[config.mk]
export PLATFORM = sky130hd
export DESIGN_NAME = mem_port_arbiter
export DESIGN_NICKNAME = d
export VERILOG_FILES = /design/src/rtl/mem_port_arbiter.sv
export SDC_FILE = /design/constraint.sdc
export NUM_CORES = 1
export LEC_CHECK = 0
export BUFFER_PORTS_ARGS = -buffer_cell sky130_fd_sc_hd__buf_2
export CELL_PAD_IN_SITES_DETAIL_PLACEMENT = 1
export CELL_PAD_IN_SITES_GLOBAL_PLACEMENT = 1
export CORE_MARGIN = 1
export CORE_UTILIZATION = 33
export CTS_BUF_LIST = sky130_fd_sc_hd__clkbuf_8
export DETAILED_ROUTE_END_ITERATION = 8
export PLACE_DENSITY = 0.85
export SKIP_CTS_REPAIR_TIMING = 1
export SLEW_MARGIN = 5
export SYNTH_ARGS = -nofsm -noshare
export SYNTH_HDL_FRONTEND = slang
export SYNTH_SLANG_ARGS = --single-unit
[constraint.sdc]
create_clock -name iClk -period 1.46 [get_ports iClk]
set_input_delay 0.073 -clock iClk [delete_from_list [all_inputs] [get_ports iClk]]
set_output_delay 0.073 -clock iClk [all_outputs]
set_load 0.01 [all_outputs]
[src/rtl/mem_port_arbiter.sv]
// Round-robin arbiter sharing one memory port between instruction fetch (F) and data (D).
// The winning request is registered onto the bus and held until iMemRdy or timeout.
module mem_port_arbiter #(
  parameter int TIMEOUT = 255,
  parameter int CW      = 8
) (
  input  logic        iClk,
  input  logic        nRst,
  input  logic        iReqF,
  input  logic [31:0] iAddrF,
  output logic        oDoneF,
  output logic [31:0] oRDataF,
  input  logic        iReqD,
  input  logic        iWriteD,
  input  logic [31:0] iAddrD,
  input  logic [31:0] iWDataD,
  output logic        oDoneD,
  output logic [31:0] oRDataD,
  output logic        oErr,
  output logic [31:0] oMemAddr,
  output logic [31:0] oMemData,
  output logic        oMemRead,
  output logic        oMemWrite,
  input  logic [31:0] iMemData,
  input  logic        iMemRdy
);

  typedef enum logic [1:0] {IDLE, BUSY, DONE} state_t;

  localparam logic [CW-1:0] TO_LAST = (TIMEOUT == 0) ? '0 : CW'(TIMEOUT - 1);

  state_t        state_q, state_d;
  logic          gnt_q, gnt_d;        // 1 = D granted
  logic          last_q, last_d;      // 1 = D won the previous grant
  logic [CW-1:0] cnt_q, cnt_d;
  logic [31:0]   mem_addr_q, mem_addr_d;
  logic [31:0]   mem_data_q, mem_data_d;
  logic          mem_read_q, mem_read_d;
  logic          mem_write_q, mem_write_d;
  logic [31:0]   rdata_f_q, rdata_f_d;
  logic [31:0]   rdata_d_q, rdata_d_d;
  logic          done_f_q, done_f_d;
  logic          done_d_q, done_d_d;
  logic          err_q, err_d;
  logic          pick_d;
  logic          finish;

  always_comb begin
    state_d     = state_q;
    gnt_d       = gnt_q;
    last_d      = last_q;
    cnt_d       = cnt_q;
    mem_addr_d  = mem_addr_q;
    mem_data_d  = mem_data_q;
    mem_read_d  = mem_read_q;
    mem_write_d = mem_write_q;
    rdata_f_d   = rdata_f_q;
    rdata_d_d   = rdata_d_q;
    done_f_d    = 1'b0;
    done_d_d    = 1'b0;
    err_d       = 1'b0;
    finish      = 1'b0;
    // On a tie the port opposite the previous winner takes the bus.
    pick_d      = iReqD & (~iReqF | ~last_q);

    case (state_q)
      IDLE: begin
        if (iReqF || iReqD) begin
          gnt_d       = pick_d;
          last_d      = pick_d;
          cnt_d       = '0;
          mem_addr_d  = pick_d ? iAddrD : iAddrF;
          mem_data_d  = pick_d ? iWDataD : '0;
          mem_write_d = pick_d & iWriteD;
          mem_read_d  = ~(pick_d & iWriteD);
          state_d     = BUSY;
        end
      end
      BUSY: begin
        if (iMemRdy) begin
          finish = 1'b1;
          if (mem_read_q) begin
            if (gnt_q) rdata_d_d = iMemData;
            else       rdata_f_d = iMemData;
          end
        end else if (TIMEOUT != 0 && cnt_q == TO_LAST) begin
          finish = 1'b1;
          err_d  = 1'b1;
        end else if (cnt_q != '1) begin
          cnt_d = cnt_q + 1'b1;
        end
        if (finish) begin
          mem_read_d  = 1'b0;
          mem_write_d = 1'b0;
          done_f_d    = ~gnt_q;
          done_d_d    = gnt_q;
          state_d     = DONE;
        end
      end
      DONE:    state_d = IDLE;
      default: state_d = IDLE;
    endcase
  end

  always_ff @(posedge iClk or negedge nRst) begin
    if (!nRst) begin
      state_q     <= IDLE;
      gnt_q       <= 1'b0;
      last_q      <= 1'b1;
      cnt_q       <= '0;
      mem_addr_q  <= '0;
      mem_data_q  <= '0;
      mem_read_q  <= 1'b0;
      mem_write_q <= 1'b0;
      rdata_f_q   <= '0;
      rdata_d_q   <= '0;
      done_f_q    <= 1'b0;
      done_d_q    <= 1'b0;
      err_q       <= 1'b0;
    end else begin
      state_q     <= state_d;
      gnt_q       <= gnt_d;
      last_q      <= last_d;
      cnt_q       <= cnt_d;
      mem_addr_q  <= mem_addr_d;
      mem_data_q  <= mem_data_d;
      mem_read_q  <= mem_read_d;
      mem_write_q <= mem_write_d;
      rdata_f_q   <= rdata_f_d;
      rdata_d_q   <= rdata_d_d;
      done_f_q    <= done_f_d;
      done_d_q    <= done_d_d;
      err_q       <= err_d;
    end
  end

  assign oDoneF    = done_f_q;
  assign oDoneD    = done_d_q;
  assign oErr      = err_q;
  assign oRDataF   = rdata_f_q;
  assign oRDataD   = rdata_d_q;
  assign oMemAddr  = mem_addr_q;
  assign oMemData  = mem_data_q;
  assign oMemRead  = mem_read_q;
  assign oMemWrite = mem_write_q;

endmodule
==> flow_summary.yaml <==
run_status:
  status: "finished, violations left"
  violations: "negative setup slack"
synth:
  synth_cell_types: 38
  synth_area_um2: 5770
  synth-seq-area-share_pct: 62.9
  ys.warnings.count: 0
  synth_area_per_cell_um2: 13.3
  synth_nets: 569
  postSynthCellCount: 433
  synth_seq_cells: 145
layout:
  fin_nets: 1020
  multi_input_area_um2: 2510
  fillers: 1741
  postLayoutCoreUtil_pct: 61.2
  postLayoutCellArea_um2: 10300
  drive_gt1_share_pct: 54.6
  seq_area_um2: 3630
  area_growth_pct: 78.4
floorplanning:
  die_h_um: 134
  fp-row-count: 47
  core-area_um2: 16800
  start_util_pct: 34.3
  die_width_um: 134
  die-area_um2: 18000
  ioPinCount: 267
sta:
  setup_slack_ns: -0.213
  worst_pin_slew_ns: 0.402
  fin_crit_ns: 1.67
  finalSetupViolCount: 136
  rsz0062_at_grt: "true"
  slew_headroom_pct: 73.2
  tns_ns: -12.71
  hold_viol: 0
  slew_violations: 0
  hold_ws_ns: 0.0681
  fin_crit_sh_pct: 115
  fin_skew_ns: 0.0139
  fmax_ghz: 0.598
setup_path:
  cp-startpoint: "state_q[1]$_DFFE_PN0P_"
  max_stage_delay_ns: 0.46
  cp_num_buf_inv: 2
  crit_required_ns: 1.79
  cp_slowest_cell: "dfrtp_1"
  reg2reg_to: "oRDataD[2]$_DFFE_PN0P_"
  cp-start-kind: "flop"
  cp_cell_sequence: "and2b_2 -> nand4_1 -> buf_6 -> clkbuf_16 -> mux2_4"
  r2r_slack_ns: -0.21
  cp-end-kind: "flop"
  cp-endpoint: "oRDataD[2]$_DFFE_PN0P_"
  cp_num_cells: 5
  arrival_ns: 2.00
  r2r_cells: 5
  path_class: "reg2reg"
  worstPathMaxFanout: 8
  rr_startpoint: "state_q[1]$_DFFE_PN0P_"
  critPathTopFamily: "flip-flops"
grt:
  grt.overflow.total: 0
  grt.total_usage_pct: 18.2
  antenna_found_initial: 2
  grt_pass1_wl_um: 25500
  grt_pass1_vias: 5005
  grt_max_degree: 46
routing:
  drt_drc_violations_left: 0
  dr.pass1.iters: 4
  wl_per_cell_um: 23.0
  vias: 5691
  totalWireLength_um: 25800
  ant_nets: 0
  drtIter0Drc: 202
  vias_per_cell: 5.09
pwr:
  power_switching_mw: 7.92
  p_leak_nw: 5.25
  pwr-share-comb_pct: 48.6
  switching_share_pct: 39.5
  seqPwrFrac_pct: 36.6
  power_frac_clock_pct: 14.8
  ir_worst_vdd_mv: 0.882
  internal_power_mw: 12.1
  power_density_nw_per_um2: 1950
  total_power_mw: 20.0
clocking:
  worstSkewPairLatency_ns: 0.45
  cts_tree: "done"
  htreeDepth: 4
  cts_root_buf: "clkbuf_8"
  clkTransAtPathRegs_ns: 0.08
  clock_sinks: 145
  clockBufferDepth: 2
  numCtsBuffers: 17
min_path:
  hp-class: "in2reg"
  hold_start: "iMemRdy"
placement:
  placed_area_um2: 7670
  place.gp.congestion: 0.794
  dp_hpwl_um: 12000
  io_buffers: 266
flow_run:
  drv_cap: 0
[worst min path at each step]
stage	end	cells past startpoint
2_1_floorplan	cnt_q[0]$_DFFE_PN0P_	0
3_3_place_gp	oRDataF[3]$_DFFE_PN0P_	1
3_5_place_dp	oRDataF[3]$_DFFE_PN0P_	1
4_1_cts	oRDataF[3]$_DFFE_PN0P_	1
5_1_grt	oMemWrite$_DFFE_PN0P_	4
6_report	oMemWrite$_DFFE_PN0P_	4
[power groups by stage]
stage	Sequential (mW)	Combinational, mW	Clock, mW
2_1_floorplan	7.71	2.64	0
3_3_place_gp	6.84	6.43	0
3_5_place_dp	6.94	6.71	0
4_1_cts	6.90	6.70	2.98
5_1_grt	7.50	10.3	3.19
6_report	7.34	9.73	2.97
[synth_stat cells (all sizes together)]
master    n  area [µm²]
dfrtp   144        3600
mux2     64         721
o21ai    42         210
nand2    39         146
a22o     32         280
mux2i    32         320
buf      17        85.1
clkbuf   10        38.8
o31ai     6        45.0
nor2      5        18.8
a21oi     4        20.0
nor3      4        25.0
nand2b    3        18.8
nand3     3        15.0
nand4     3        18.8
a21o      2        15.0
a31oi     2        12.5
and2      2        12.5
and3      2        12.5
ha        2        25.0
inv       2        7.51
a21boi    1        7.51
a31o      1        8.76
and2b     1        7.51
and4      1        8.76
and4b     1        10.0
dfstp     1        26.3
nor2b     1        6.26
o211ai    1        7.51
o21bai    1        7.51
o22ai     1        6.26
o41ai     1        8.76
or3       1        6.26
xor2      1        8.76
[metrics by stage]
stage	cells	setup slack, ns
3_5_place_dp	931	-0.158
5_1_grt	1119	-0.250
3_3_place_gp	931	-0.135
2_1_floorplan	433	-0.0902
6_report	1119	-0.213
4_1_cts	963	-0.175
[registers in the layout, summed over array words and instances, names as in the netlist]
signal	count
cnt_q	8
gnt_q	1
last_q	1
oDoneD	1
oDoneF	1
oErr	1
oMemAddr	32
oMemData	32
oMemRead	1
oMemWrite	1
oRDataD	32
oRDataF	32
state_q	2
[layer usage]
| metal | vias to the layer above | share of wire, % | track usage [%] |
|---|---|---|---|
| met5 | - | 0 | 0 |
| met4 | 0 | 4.0 | 5.99 |
| met3 | 77 | 5.9 | 4.76 |
| met2 | 292 | 53 | 31.9 |
| met1 | 2847 | 37 | 21.6 |
| li1 | 2475 | - | - |
[final cells by class]
| type | count | area share [%] |
|---|---|---|
| clock inverters | 15 | 1.21 |
| multi-input cells | 260 | 24.4 |
| diodes | 2 | 0.0486 |
| inverters | 2 | 0.0729 |
| clock buffers | 17 | 2.27 |
| flip-flops and latches | 145 | 35.3 |
| repair buffers | 458 | 34.1 |
| well taps | 220 | 2.67 |
[cells in the final DEF (no fill, tap or decap), types with 4 or more instances in the layout]
cell type,synthesis,routed
nand2_4,0,15
dfrtp_1,144,143
o21ai_2,0,17
clkbuf_8,0,17
buf_2,17,265
buf_12,0,14
nand2_1,39,11
buf_6,0,9
mux2i_1,32,32
dlygate4sd3_1,0,130
mux2_2,59,15
nand2_2,0,13
clkinvlp_4,0,4
nor2_1,5,5
inv_6,0,6
o21ai_1,0,19
buf_4,0,27
mux2_4,0,49
a22o_1,32,32
clkbuf_16,0,10
o21ai_0,42,5
[worst reg2reg max path, delay by kind of cell, from the launching register on]
kind | cells | cell delay (ns)
buffers and inverters | 2 | 0.35
and+or+nand+nor | 2 | 0.45
DFF | 1 | 0.46
muxes | 1 | 0.31
[kinds of logic after synthesis]
kind of cell / Yosys count / synth area share [%]
AOI/OAI and AO/OA: 94 / 10.9
muxes: 96 / 18.0
DFF: 145 / 62.9
and+or+nand+nor: 66 / 5.31
buffers and inverters: 29 / 2.28
adders and majority gates: 2 / 0.433
xor gates and xnor gates: 1 / 0.152
Power figures use the tool's default switching activity.
